`src/rtl/ac2_acc_sequencer.sv`:
```
// Group accumulator feeding the AC2 counter: sums Pw words, strobes the counter per
// word, cross-checks the counter's terminal flag and hands the sum downstream.
module ac2_acc_sequencer #(
  parameter int Pw = 4,
  parameter int DW = 16,
  localparam int AW = DW + $clog2(Pw),
  localparam int IW = $clog2(Pw) + 1
) (
  input  logic          clk,
  input  logic          rst_n,
  input  logic          start,
  input  logic          abort,
  input  logic          in_valid,
  input  logic [DW-1:0] in_data,
  output logic          in_ready,
  output logic          ac2_cnt,
  output logic          cnt_clear,
  input  logic          term_ac2,
  output logic          out_valid,
  output logic [AW-1:0] out_data,
  input  logic          out_ready,
  output logic          busy,
  output logic          err_term
);

  // Handshakes: a word moves when in_valid & in_ready, the result moves when
  // out_valid & out_ready; both sides hold their payload stable until that cycle.
  typedef enum logic [1:0] {
    IDLE  = 2'd0,
    ACC   = 2'd1,
    CHECK = 2'd2,
    OUT   = 2'd3
  } state_t;

  state_t        state_q, state_d;
  logic [AW-1:0] acc_q, acc_d;
  logic [IW-1:0] idx_q, idx_d;
  logic          err_q, err_d;

  logic in_ready_c, ac2_cnt_c, cnt_clear_c, out_valid_c;

  always_ff @(posedge clk) begin
    if (!rst_n) begin
      state_q <= IDLE;
      acc_q   <= '0;
      idx_q   <= '0;
      err_q   <= 1'b0;
    end else begin
      state_q <= state_d;
      acc_q   <= acc_d;
      idx_q   <= idx_d;
      err_q   <= err_d;
    end
  end

  always_comb begin
    state_d     = state_q;
    acc_d       = acc_q;
    idx_d       = idx_q;
    err_d       = err_q;
    in_ready_c  = 1'b0;
    ac2_cnt_c   = 1'b0;
    cnt_clear_c = 1'b0;
    out_valid_c = 1'b0;
    case (state_q)
      IDLE: begin
        if (start) begin
          cnt_clear_c = 1'b1;
          acc_d       = '0;
          idx_d       = '0;
          err_d       = 1'b0;
          state_d     = ACC;
        end
      end
      ACC: begin
        // in_ready drops under abort so upstream never sees a phantom transfer.
        if (abort) begin
          cnt_clear_c = 1'b1;
          state_d     = IDLE;
        end else begin
          in_ready_c = 1'b1;
          if (in_valid) begin
            ac2_cnt_c = 1'b1;
            acc_d     = acc_q + AW'(in_data);
            idx_d     = idx_q + IW'(1);
            if (idx_q == IW'(Pw - 1)) state_d = CHECK;
          end
        end
      end
      CHECK: begin
        if (abort) begin
          cnt_clear_c = 1'b1;
          state_d     = IDLE;
        end else begin
          if (!term_ac2) err_d = 1'b1;
          state_d = OUT;
        end
      end
      OUT: begin
        if (abort) begin
          cnt_clear_c = 1'b1;
          state_d     = IDLE;
        end else begin
          out_valid_c = 1'b1;
          if (out_ready) state_d = IDLE;
        end
      end
      default: state_d = IDLE;
    endcase
  end

  // Every output is held at 0 while reset is asserted, regardless of inputs.
  assign in_ready  = rst_n & in_ready_c;
  assign ac2_cnt   = rst_n & ac2_cnt_c;
  assign cnt_clear = rst_n & cnt_clear_c;
  assign out_valid = rst_n & out_valid_c;
  assign out_data  = rst_n ? acc_q : '0;
  assign busy      = rst_n & (state_q != IDLE);
  assign err_term  = rst_n & err_q;

endmodule

```
`config.mk`:
```
export PLATFORM = sky130hd
export DESIGN_NAME = ac2_acc_sequencer
export DESIGN_NICKNAME = d
export VERILOG_FILES = /design/src/rtl/ac2_acc_sequencer.sv
export SDC_FILE = /design/constraint.sdc
export NUM_CORES = 1
export LEC_CHECK = 0
export ABC_AREA = 1
export BUFFER_PORTS_ARGS = -buffer_cell sky130_fd_sc_hd__buf_2
export CAP_MARGIN = 20
export CORE_UTILIZATION = 41
export DETAILED_ROUTE_END_ITERATION = 8
export GPL_ROUTABILITY_DRIVEN = 0
export GPL_TIMING_DRIVEN = 0
export SYNTH_ARGS = -nofsm -noshare
export SYNTH_HDL_FRONTEND = slang
export SYNTH_SLANG_ARGS = --single-unit
export TNS_END_PERCENT = 10
```
`constraint.sdc`:
```
create_clock -name clk -period 4.6 [get_ports clk]
set_clock_uncertainty 0.1 [all_clocks]
set_input_delay 0.92 -clock clk [delete_from_list [all_inputs] [get_ports clk]]
set_output_delay 0.92 -clock clk [all_outputs]
set_load 0.1 [all_outputs]
```
=== Word-level counts from Yosys, hierarchy flattened ===
Cells that the tools add are included.

* Reduce and logical (&&, ||, !) cells: 8
* Bitwise operators: 6
* Add/sub/neg operators: 2
* Mux-type cells: 30
* Equal/unequal tests: 12

{| class="wikitable"
|+ Operators with widths
! cell !! number
|-
| 2-to-1 mux 18 bit || 4
|-
| one-hot mux 18 bit (2 select lines) || 1
|-
| adder 18 x 16 -> 18 bit || 1
|-
| 2-to-1 mux 2 bit || 7
|-
| AND reduction 4 bit || 3
|-
| 2-to-1 mux 1 bit || 11
|-
| != test 2 bit (second input constant) || 5
|-
| 2-to-1 mux 3 bit || 3
|-
| != test 3 bit (second input constant) || 3
|-
| one-hot mux 2 bit (4 select lines) || 1
|-
| bitwise AND 1 bit || 6
|-
| one-hot mux 3 bit (2 select lines) || 1
|-
| nonzero test 2 bit || 3
|-
| == test 2 bit (second input constant) || 2
|-
| one-hot mux 1 bit (2 select lines) || 2
|-
| adder 3 x 1 -> 3 bit (second input constant) || 1
|-
| == test 3 x 2 -> 1 bit (second input constant) || 1
|-
| OR reduction 3 bit || 1
|-
| == test 2 x 1 -> 1 bit (second input constant) || 1
|-
| zero test 2 bit || 1
|}

* Output and inout port bits: 24
* Register bits after elaboration: 24

=== Depth between registers and ports, before layout ===
Gate-level depths: netlist of run 1.

* Depth after elaboration: 5
* Depth in mapped cells: 12

=== Worst setup path before layout of run 1 ===
No wires, ideal clock.

* Path kind: input-to-output
* Start point: input abort
* End point: output out_valid
* Path slack: -0.287 ns
* Stages: 1
* Arrival time: 3.867 ns
* Cell sequence: nor4_1

* Cells in the longest elaborated chain, start to end: 3

{| class="wikitable"
|+ RTL lines
! what !! line !! text
|-
| from (decl) || 12 || <nowiki>input logic abort,</nowiki>
|-
| 2-to-1 mux 1 bit || 100 || <nowiki>if (abort) begin</nowiki>
|-
| 2-to-1 mux 1 bit || 65 || <nowiki>case (state_q)</nowiki>
|-
| bitwise AND 1 bit || 116 || <nowiki>assign out_valid = rst_n & out_valid_c;</nowiki>
|-
| to (decl) || 19 || <nowiki>output logic out_valid,</nowiki>
|}

Every way passes these cells.

=== Worst setup path in the final report of run 1 ===
* Start point: input abort
* End point: output ac2_cnt

* Cells in the longest elaborated chain, start to end: 3

{| class="wikitable"
|+ RTL lines
! what !! line !! text
|-
| 2-to-1 mux 1 bit || 77 || <nowiki>if (abort) begin</nowiki>
|-
| 2-to-1 mux 1 bit || 65 ||
|-
| bitwise AND 1 bit || 114 || <nowiki>assign ac2_cnt = rst_n & ac2_cnt_c;</nowiki>
|-
| to (decl) || 16 || <nowiki>output logic ac2_cnt,</nowiki>
|}

Every way passes these cells.

==> run metrics, run 1 <==
max-slew violation count 0; grt ovf 0; RR Endpoint acc_q[14]$_SDFFE_PN0P_; Worst R2R Setup Slack 2.56 ns; endpoint of the worst hold path acc_q[0]$_SDFFE_PN0P_; Final Critical Period 3.16 ns; post-layout util 0.513; CTS sink cnt 24; pin count of the biggest net entering global routing 15; CP Class in -> out; Synth Cell Area 0.00206 sq mm; Initial DRT Pass Iterations 4; antenna viol nets, final 0; Synth Warn # 0; RSZ-0062 raised after global routing false; io pins 47; Area Growth Syn to Fin 19.0%; Chip Height 73.0 um; CP Data Required Time 3.58 ns; post-CTS sizing 0; CP top delay family buffers and inverters; DRC 0; fill count 507; Chip Width 73.0 um; fmax roughly 320 MHz; Nets 418; power per cell area 237 mW/mm^2; Hold Slack 0.392 ns; share of cells above drive strength 1 0.213; Hold Crit Depth 2; initial antenna violation count 0; Setup TNS 0 ns; vias in the first global route 1877; Core Box Area approximately 0.0048 sq mm; Async SR Flop Fraction 0; gr usage total 0.197; post-synthesis cell count roughly 330; CP max FO 10; final setup vio count 0; CP startpoint kind input pin; top_reg_cell synth dfxtp_1; top cell type's share of synthesized area 0.233; EDFF count, synth 0; ant diodes 0; final hold viol count 0; leakage 0.00140 uW; via count about 2100; hold_buf cts 0; most frequent cell after synthesis nand2_1; Num CTS Buffers 3; most frequent CP cell buf_2; CP max stage cell buf_2; Hold Path Class reg -> reg; Setup crit end kind output pin; max-cap check violation count 0; Worst EP arrival 2.14 ns; postcts setup bufs 0; #FFs+latches synth 24; Initial Util 0.431; final WL 4770 um; CTS clock-pin slew for the worst setup and hold paths 0.09 ns; vias per cell 4.67; sequential cell area fraction in the yosys report 0.233; hpwl dp 3890 um; worst-skew pair later-pin latency 0.27 ns; CTS Buffer Depth 2; first-pass GRT wire length between 8000 and 9000 um; outcome finished, final reports clean; FF-to-FF path depth 11; Iteration-0 DRC Markers 53; IO Port Bufs 46; worst slew pin tran approximately 0.53 ns; Synth Area per Inst ~6.4 sq um; Die ar. around 0.0053 sq mm; cell chosen for the clock root clkbuf_8; Yosys top cell by area dfxtp_1; top cells by count, synth nand2_1, inv_1, nor2_1; Max stage delay on crit path roughly 0.44 ns; H-tree levels 1; Worst Path Buf+Inv 5; Rel. slew slack 0.644; row count 25; hold path startpoint acc_q[0]$_SDFFE_PN0P_; crit-path cells buf_2, inv_2, nand2_2, nor2_4, nand2_4, clkinv_4, buf_8, buf_2; fin crit share 0.687; CTS tree built; most area-consuming cells after synthesis dfxtp_1, nand2_1, ha_1; syn_nets 367; library cells used by synthesis 37; WL per Instance around 11 um; maximum vdd drop 0.159 mV; worst flop-to-flop path startpoint acc_q[0]$_SDFFE_PN0P_
-- kinds of logic after synthesis --
kind of cell	count (synthesis)	synth area share
and+or+nand+nor	168	0.353
AOI/OAI and AO/OA	56	0.170
buffers and inverters	56	0.118
DFF	24	0.233
adders and majority gates	19	0.119
xor gates and xnor gates	2	0.00849
-- placed cells by master (no fill, tap or decap), drive strengths merged --
cell,instances
a211oi,3
a21oi,22
a31oi,1
a32o,1
and2,3
buf,48
bufinv,1
clkbuf,5
clkinv,1
dfxtp,24
fa,1
ha,18
inv,51
nand2,111
nand3,14
nand3b,3
nand4,1
nor2,32
nor3,1
nor4,2
o211ai,1
o21ai,20
o21bai,2
o22ai,5
o32ai,1
or2,1
xnor2,2
-- worst reg2reg max path: cells and delay by family (launching register included) --
kind,cells,cell delay (ns)
adders and majority gates,2,0.64
buffers and inverters,1,0.07
DFF,1,0.34
and+or+nand+nor,7,0.56
AOI/OAI and AO/OA,1,0.24
-- worst max path at each step --
stage                             end  startpoint  cells after the start
after floorplan             cnt_clear       rst_n                      2
after global placement    out_data[9]       rst_n                      5
after detailed placement  out_data[7]       rst_n                      5
after CTS                 out_data[7]       rst_n                      5
after global routing      out_data[9]       rst_n                      5
final                         ac2_cnt       abort                      8
-- flip-flops by register name, indices dropped and copies added (netlist names) --
register	count
acc_q	18
err_q	1
idx_q	3
state_q	2
-- through the flow --
stage | instance area [sq um] | instances | power [uW] | setup slack [ns]
after floorplan | 2070 | 325 | 356 | 0.326
after global placement | 2380 | 438 | 395 | 1.36
after detailed placement | 2380 | 438 | 395 | 1.42
final | 2460 | 442 | 583 | 1.44
after CTS | 2460 | 442 | 589 | 1.42
after global routing | 2460 | 442 | 615 | 1.30
-- report_power, final --
part	total, uW	leakage [uW]	switching (uW)	internal (uW)
Sequential	220	0.000194	5.29	215
Combinational	169	0.00117	119	50.3
Clock	194	0.0000357	77.1	116
-- per-layer routing --
layer / vias up / wire, um / GRT usage
met4: 0 / 0 / 0.0458
met3: 0 / 127 / 0.0221
met1: 892 / 2380 / 0.271
met5: - / 0 / 0
met2: 36 / 2260 / 0.330
li1: 1138 / - / -
-- area by class of cell --
cell class | instances | area, sq um | area share
Sequential cell | 24 | 480 | 0.196
Clock inverter | 1 | 30.0 | 0.0122
Timing Repair Buffer | 46 | 230 | 0.0937
Clock buffer | 3 | 41.3 | 0.0168
Multi-Input combinational cell | 245 | 1350 | 0.549
Inverter | 52 | 205 | 0.0835
Tap cell | 67 | 83.8 | 0.0341
Buffer | 4 | 37.5 | 0.0153
(Power assumes the default switching activity.)
==> run 2: changes to the inputs <==
--- a/config.mk
+++ b/config.mk
@@ -5,7 +5,7 @@
 export SDC_FILE = /design/constraint.sdc
 export NUM_CORES = 1
 export LEC_CHECK = 0
-export ABC_AREA = 1
+export ABC_AREA = 0
 export BUFFER_PORTS_ARGS = -buffer_cell sky130_fd_sc_hd__buf_2
 export CAP_MARGIN = 20
 export CORE_UTILIZATION = 41
==> constraint.sdc (replaced) <==
create_clock -name clk -period 3.3 [get_ports clk]
set_clock_uncertainty 0.1 [all_clocks]
set_input_delay 0.66 -clock clk [delete_from_list [all_inputs] [get_ports clk]]
set_output_delay 0.66 -clock clk [all_outputs]
set_load 0.1 [all_outputs]
==> run metrics, run 2 <==
top cells by count, synth nand2_1, dfxtp_1, and2_1 (was nand2_1, inv_1, nor2_1); Setup crit end kind output pin (unchanged); Initial DRT Pass Iterations 6 (was 4); worst-skew pair later-pin latency 0.27 ns (about the same); pin count of the biggest net entering global routing 15 (unchanged); sequential cell area fraction in the yosys report 0.265 (was 0.233); share of cells above drive strength 1 0.209 (was 0.213); Clock power frac 0.372 (was 0.332); initial antenna violation count 0 (unchanged); crit-path cells buf_2, clkbuf_1, clkbuf_1, a21boi_2, buf_2 (was buf_2, inv_2, nand2_2, nor2_4, nand2_4, clkinv_4, buf_8, buf_2); vias per cell 5.23 (was 4.67); placed inst area 0.00211 sq mm (was 0.00238 sq mm); grt ovf 0 (unchanged); Worst R2R Setup Slack 0.83 ns (was 2.56 ns); postcts setup bufs 0 (unchanged); power per cell area 326 mW/mm^2 (was 237 mW/mm^2); Hold Slack 0.385 ns (was 0.392 ns); Async SR Flop Fraction 0 (unchanged); post-CTS sizing 0 (unchanged); Simple-Gate Fraction of Synth Area 0.223 (was 0.353); Worst EP arrival 2.19 ns (was 2.14 ns); post-synthesis xor/xnor area fraction 0.0579 (was 0.00848); Setup TNS 0 ns (unchanged); post-synthesis cell count 228 (was 325); DRC 0 (unchanged); io pins 47 (unchanged); fmax around 340 MHz; Comb pwr share 0.210 (was 0.291); IO Port Bufs 46 (unchanged); post-layout util 0.531 (was 0.513); Synth Area per Inst 7.96 sq um (was 6.35 sq um); Synth Warn # 0 (unchanged); Area Growth Syn to Fin 20.3% (was 19.0%); Die ar. 0.00470 sq mm (was 0.00532 sq mm); Iteration-0 DRC Markers 39 (was 53); Cells after DPL 324 (was 438); Nets 321 (was 418); CP Data Required Time 2.54 ns (was 3.58 ns); top_reg_cell synth dfxtp_1 (unchanged); most area-consuming cells after synthesis dfxtp_1, ha_1, and2_1 (was dfxtp_1, nand2_1, ha_1); hpwl dp 3340 um (was 3890 um); Synth Cell Area 0.00182 sq mm (was 0.00206 sq mm); final setup vio count 0 (unchanged); EDFF count, synth 0 (unchanged); Final Critical Period just under 3 ns; top cell type's share of synthesized area 0.265 (was 0.233); library cells used by synthesis 43 (was 37); CP max FO 10 (unchanged); RR Endpoint acc_q[14]$_SDFFE_PN0P_ (unchanged); sw frac 0.288 (was 0.346); hold path startpoint err_q$_SDFFE_PN0P_ (was acc_q[0]$_SDFFE_PN0P_); Yosys top cell by area dfxtp_1 (unchanged); Largest register FFs 18 (unchanged); CP Class in -> out (unchanged); commonest non-fill, non-tap cell in the layout buf_2 (was nand2_1); CTS clock-pin slew for the worst setup and hold paths 0.10 ns (was 0.09 ns); #FFs+latches synth 24 (unchanged); max-cap check violation count 0 (unchanged); cell chosen for the clock root clkbuf_8 (unchanged); net load switching power 205 uW (was 201 uW); outcome finished, final reports clean (unchanged); first-pass GRT wire length 7050 um (was 8250 um); CTS Buffer Depth 2 (unchanged); final instance area 0.00218 sq mm (was 0.00246 sq mm); Cell Count, Final, Fillers Out 328 (was 442); Chip Width 68.5 um (was 73.0 um); Worst Path Buf+Inv 4 (was 5); final hold viol count 0 (unchanged); CTS sink cnt 24 (unchanged); H-tree levels 1 (unchanged); endpoint of the worst hold path err_q$_SDFFE_PN0P_ (was acc_q[0]$_SDFFE_PN0P_); leakage 0.00106 uW (was 0.00140 uW); antenna viol nets, final 0 (unchanged); FF-to-FF path depth 10 (was 11); hold_buf cts 0 (unchanged); Hold Path Class reg -> reg (unchanged); ant diodes 0 (unchanged); max-slew violation count 0 (unchanged); multiplexer share of the synthesized area 0.00551 (was 0); register with the most flip-flops acc_q (unchanged); main combinational cell family by area after synthesis compound AO/OA/AOI/OAI gates (was simple AND/OR/NAND/NOR gates); final WL 4300 um (was 4770 um); Rel. slew slack 0.643 (was 0.644); Flop pwr share 0.418 (was 0.377); Hold Crit Depth 2 (unchanged); CP top delay family buffers and inverters (unchanged); internal power 506 uW (was 381 uW); fin crit share 0.895; gr usage total 0.201 (was 0.197); most frequent cells in the layout buf_2, nand2_1, dfxtp_1 (was nand2_1, buf_2, inv_1); worst slew pin tran 0.535 ns (about the same); Num CTS Buffers 3 (unchanged); Initial Util 0.441 (was 0.431); WL per Instance 13.1 um (was 10.8 um); Core Box Area 0.00412 sq mm (was 0.00479 sq mm); maximum vdd drop 0.245 mV (was 0.159 mV); Largest regs acc_q (18), idx_q (3), state_q (2) (unchanged); via count 1714 (was 2066); RSZ-0062 raised after global routing false (unchanged); Max stage delay on crit path 0.43 ns (was 0.44 ns); CP max stage cell buf_2 (unchanged); Chip Height 68.5 um (was 73.0 um); post-synthesis compound-gate area fraction 0.274 (was 0.170); vias in the first global route 1607 (was 1877); syn_nets 270 (was 367); most frequent cell after synthesis nand2_1 (unchanged); CTS tree built (unchanged); row count 23 (was 25); CP startpoint kind input pin (unchanged); adder-cell area share of the yosys netlist 0.135 (was 0.119); worst flop-to-flop path startpoint acc_q[0]$_SDFFE_PN0P_ (unchanged)
==> run 2: changes by cell type in the layout (fill, tap and decap cells not counted), moves of 5 or more <==
| cell | before | now |
|---|---|---|
| clkbuf_1 | 2 | 7 |
| nor2b_1 | 0 | 8 |
| nor2_1 | 29 | 9 |
| xnor2_1 | 2 | 8 |
| a21o_1 | 0 | 6 |
| o21ai_0 | 13 | 19 |
| a21oi_1 | 22 | 12 |
| nand3_1 | 12 | 6 |
| nand2_2 | 5 | 0 |
| inv_1 | 45 | 11 |
| nand2_1 | 104 | 28 |
| and2_1 | 3 | 22 |
==> run 2: power groups by stage <==
stage / clock network (uW) / logic [uW] / registers (uW)
final: 265 / 149 / 297
after global routing: 284 / 165 / 298
after CTS: 274 / 150 / 297
after detailed placement: 0 / 149 / 304
after global placement: 0 / 149 / 303
after floorplan: 0 / 110 / 303
==> run 2: final cells by class <==
type | instances | area [sq um]
Buffer | 8 | 31.3
Clock buffer | 3 | 41.3
Clock inverter | 1 | 30.0
Fill cell | 422 | 1930
Inverter | 11 | 41.3
Multi-Input combinational cell | 185 | 1270
Sequential cell | 24 | 480
Tap cell | 50 | 62.6
Timing Repair Buffer | 46 | 230
==> run 2: worst max-delay path by stage <==
stage / endpoint / start / depth (start not counted)
finish: cnt_clear / rst_n / 5
global route: ac2_cnt / state_q[1]$_SDFFE_PN0P_ / 5
CTS: cnt_clear / rst_n / 5
detailed placement: cnt_clear / rst_n / 5
global placement: cnt_clear / rst_n / 5
floorplan: busy / rst_n / 2
==> run 2: routing by layer <==
| metal | GRT usage | vias to the layer above | routed length (um) |
|---|---|---|---|
| met2 | 0.341 | 43 | 1950 |
| met4 | 0.0313 | 0 | 20 |
| met3 | 0.0493 | 2 | 194 |
| li1 | - | 902 | - |
| met1 | 0.260 | 767 | 2130 |
| met5 | 0 | - | 0 |
==> run 2: through the flow <==
stage / setup slack (ns) / total power, uW
detailed placement: 0.320 / 453
floorplan: 0.288 / 413
CTS: 0.328 / 721
global route: 0.197 / 746
finish: 0.348 / 711
global placement: 0.311 / 453
==> run 2: logic make-up after synthesis <==
| logic type | Yosys count |
|---|---|
| AND/OR/NAND/NOR | 81 |
| AO/OA/AOI/OAI | 72 |
| flip-flops | 24 |
| buffers and inverters | 19 |
| adder cells (fa/ha/maj) | 19 |
| XOR/XNOR | 12 |
| multiplexers | 1 |
==> run 2: worst register-to-register path: cells and delay by family, from the launching register on <==
family | cells | cell delay (ns)
and+or+nand+nor | 1 | 0.17
buffers and inverters | 1 | 0.07
AOI/OAI and AO/OA | 6 | 1.09
DFF | 1 | 0.35
adders and majority gates | 2 | 0.59
==> run 3: changes to the inputs <==
--- a/config.mk
+++ b/config.mk
@@ -8,10 +8,13 @@
 export ABC_AREA = 0
 export BUFFER_PORTS_ARGS = -buffer_cell sky130_fd_sc_hd__buf_2
 export CAP_MARGIN = 20
-export CORE_UTILIZATION = 41
+export CELL_PAD_IN_SITES_DETAIL_PLACEMENT = 0
+export CELL_PAD_IN_SITES_GLOBAL_PLACEMENT = 1
+export CORE_UTILIZATION = 38
 export DETAILED_ROUTE_END_ITERATION = 8
 export GPL_ROUTABILITY_DRIVEN = 0
 export GPL_TIMING_DRIVEN = 0
+export PLACE_DENSITY = 0.81
 export SYNTH_ARGS = -nofsm -noshare
 export SYNTH_HDL_FRONTEND = slang
 export SYNTH_SLANG_ARGS = --single-unit
==> run metrics, run 3 (synthesis gave the netlist of run 2 again) <==
CTS Buffer Depth 2 (unchanged); Hold Path Class reg -> reg (unchanged); final WL 4210 um (was 4300 um); via count 1711 (was 1714); Tot Pwr 715 uW (was 711 uW); postcts setup bufs 0 (unchanged); post-CTS sizing 0 (unchanged); DRC 1 (was 0); Hold Crit Depth 2 (unchanged); GRT busiest layer met2 (unchanged); FF-to-FF path depth 10 (unchanged); CP max stage cell buf_2 (unchanged); share of cells above drive strength 1 0.209 (unchanged); max-slew violation count 0 (unchanged); final hold viol count 0 (unchanged); ant diodes 0 (unchanged); met3 Resource Use GR 0.0256 (was 0.0493); crit-path cells buf_2, clkbuf_1, clkbuf_1, and2_1, buf_2 (was buf_2, clkbuf_1, clkbuf_1, a21boi_2, buf_2); Area Growth Syn to Fin 20.4% (was 20.3%); RR Endpoint acc_q[14]$_SDFFE_PN0P_ (unchanged); CTS clock-pin slew for the worst setup and hold paths 0.10 ns (about the same); H-tree levels 1 (unchanged); CTS tree built (unchanged); Worst R2R Setup Slack 0.91 ns (was 0.83 ns); Worst Path Buf+Inv 4 (unchanged); commonest non-fill, non-tap cell in the layout buf_2 (unchanged); Largest register FFs 18 (unchanged); fmax 343 MHz (was 339 MHz); Largest regs acc_q (18), idx_q (3), state_q (2) (unchanged); Initial Util 0.406 (was 0.441); initial antenna violation count 0 (unchanged); io pins 47 (unchanged); Max stage delay on crit path 0.44 ns (was 0.43 ns); Die ar. 0.00506 sq mm (was 0.00470 sq mm); register with the most flip-flops acc_q (unchanged); CP top delay family buffers and inverters (unchanged); row count 24 (was 23); Nets 321 (unchanged); worst slew pin tran 0.508 ns (was 0.535 ns); hold_buf cts 0 (unchanged); Initial DRT Pass Iterations 9 (was 6); most frequent cells in the layout buf_2, nand2_1, dfxtp_1 (unchanged); IO Port Bufs 46 (unchanged); Worst EP arrival 2.16 ns (was 2.19 ns); Chip Width 71.1 um (was 68.5 um); Final Critical Period 2.92 ns (was 2.95 ns); Rel. slew slack 0.662 (was 0.643); fin crit share 0.884 (was 0.895); CTS sink cnt 24 (unchanged); vias in the first global route 1648 (was 1607); CP Class in -> out (unchanged); GRT met1 Usage 0.250 (was 0.260); CP startpoint kind input pin (unchanged); antenna viol nets, final 0 (unchanged); endpoint of the worst hold path err_q$_SDFFE_PN0P_ (unchanged); worst flop-to-flop path startpoint acc_q[0]$_SDFFE_PN0P_ (unchanged); maximum vdd drop 0.146 mV (was 0.245 mV); Iteration-0 DRC Markers 80 (was 39); final setup vio count 0 (unchanged); worst-skew pair later-pin latency 0.27 ns (about the same); met2 usage 0.296 (was 0.341); Num CTS Buffers 3 (unchanged); vias per cell 5.18 (was 5.23); failing checks DRC; Setup TNS 0 ns (unchanged); WL per Instance 12.8 um (was 13.1 um); leakage 0.00106 uW (unchanged); first-pass GRT wire length 7320 um (was 7050 um); grt ovf 0 (unchanged); Core Box Area 0.00447 sq mm (was 0.00412 sq mm); max-cap check violation count 0 (unchanged); hpwl dp 3360 um (was 3340 um); Setup crit end kind output pin (unchanged); pin count of the biggest net entering global routing 15 (unchanged); CP Data Required Time 2.54 ns (about the same); hold path startpoint err_q$_SDFFE_PN0P_ (unchanged); Chip Height 71.1 um (was 68.5 um); critical path depth in cells 5 (unchanged); RSZ-0062 raised after global routing false (unchanged); gr usage total 0.184 (was 0.201); CP max FO 10 (unchanged); cell chosen for the clock root clkbuf_8 (unchanged); outcome complete, but fails checks (was finished, final reports clean); power per cell area 327 mW/mm^2 (was 326 mW/mm^2)
-- run 3: cell counts in the layout (fill, tap and decap cells not counted) --
Identical to the previous run, type by type.
-- run 3: area by class of cell --
| type | instances | area, sq um |
|---|---|---|
| flip-flops and latches | 24 | 480 |
| plain buffers | 8 | 31.3 |
| well taps | 52 | 65.1 |
| clock buffers | 3 | 41.3 |
| repair buffers | 46 | 230 |
| clock inverters | 1 | 30.0 |
| fillers | 476 | 2290 |
| inverters | 11 | 41.3 |
| multi-input cells | 185 | 1270 |
-- run 3: worst max-delay path by stage --
stage | startpoint | endpoint | slack (ns)
4_1_cts | rst_n | out_data[12] | 0.35
3_3_place_gp | rst_n | out_data[12] | 0.35
2_1_floorplan | rst_n | busy | 0.29
3_5_place_dp | rst_n | out_data[12] | 0.34
5_1_grt | rst_n | out_data[12] | 0.22
6_report | rst_n | out_data[12] | 0.38
-- run 3: layer usage --
metal	share of wire	routed length (um)
met1	0.52	2180
met2	0.45	1880
met3	0.026	109
met4	0.010	44
met5	0	0
-- run 3: power breakdown --
part           switching (uW)  internal [uW]  total [uW]  leakage, uW
Combinational            98.9           49.4         148     0.000826
Clock                     108            162         270    0.0000357
Sequential               2.40            294         297     0.000194
-- run 3: metrics by stage --
stage               utilization  setup WS [ns]  hold WS (ns)  instance area, sq um  std cells
global route              0.489          0.220         0.424                  2190        330
detailed placement        0.473          0.343         0.369                  2110        326
global placement          0.473          0.355         0.355                  2110        326
CTS                       0.489          0.346         0.396                  2190        330
floorplan                     -          0.288         0.328                  1820        228
finish                    0.489          0.381         0.393                  2190        330
-- run 3: worst min-delay path, stage by stage, from the launching register on --
cell,delay (ns)
dfxtp_1,0.34
a31oi_1,0.05
nor2_1,0.07
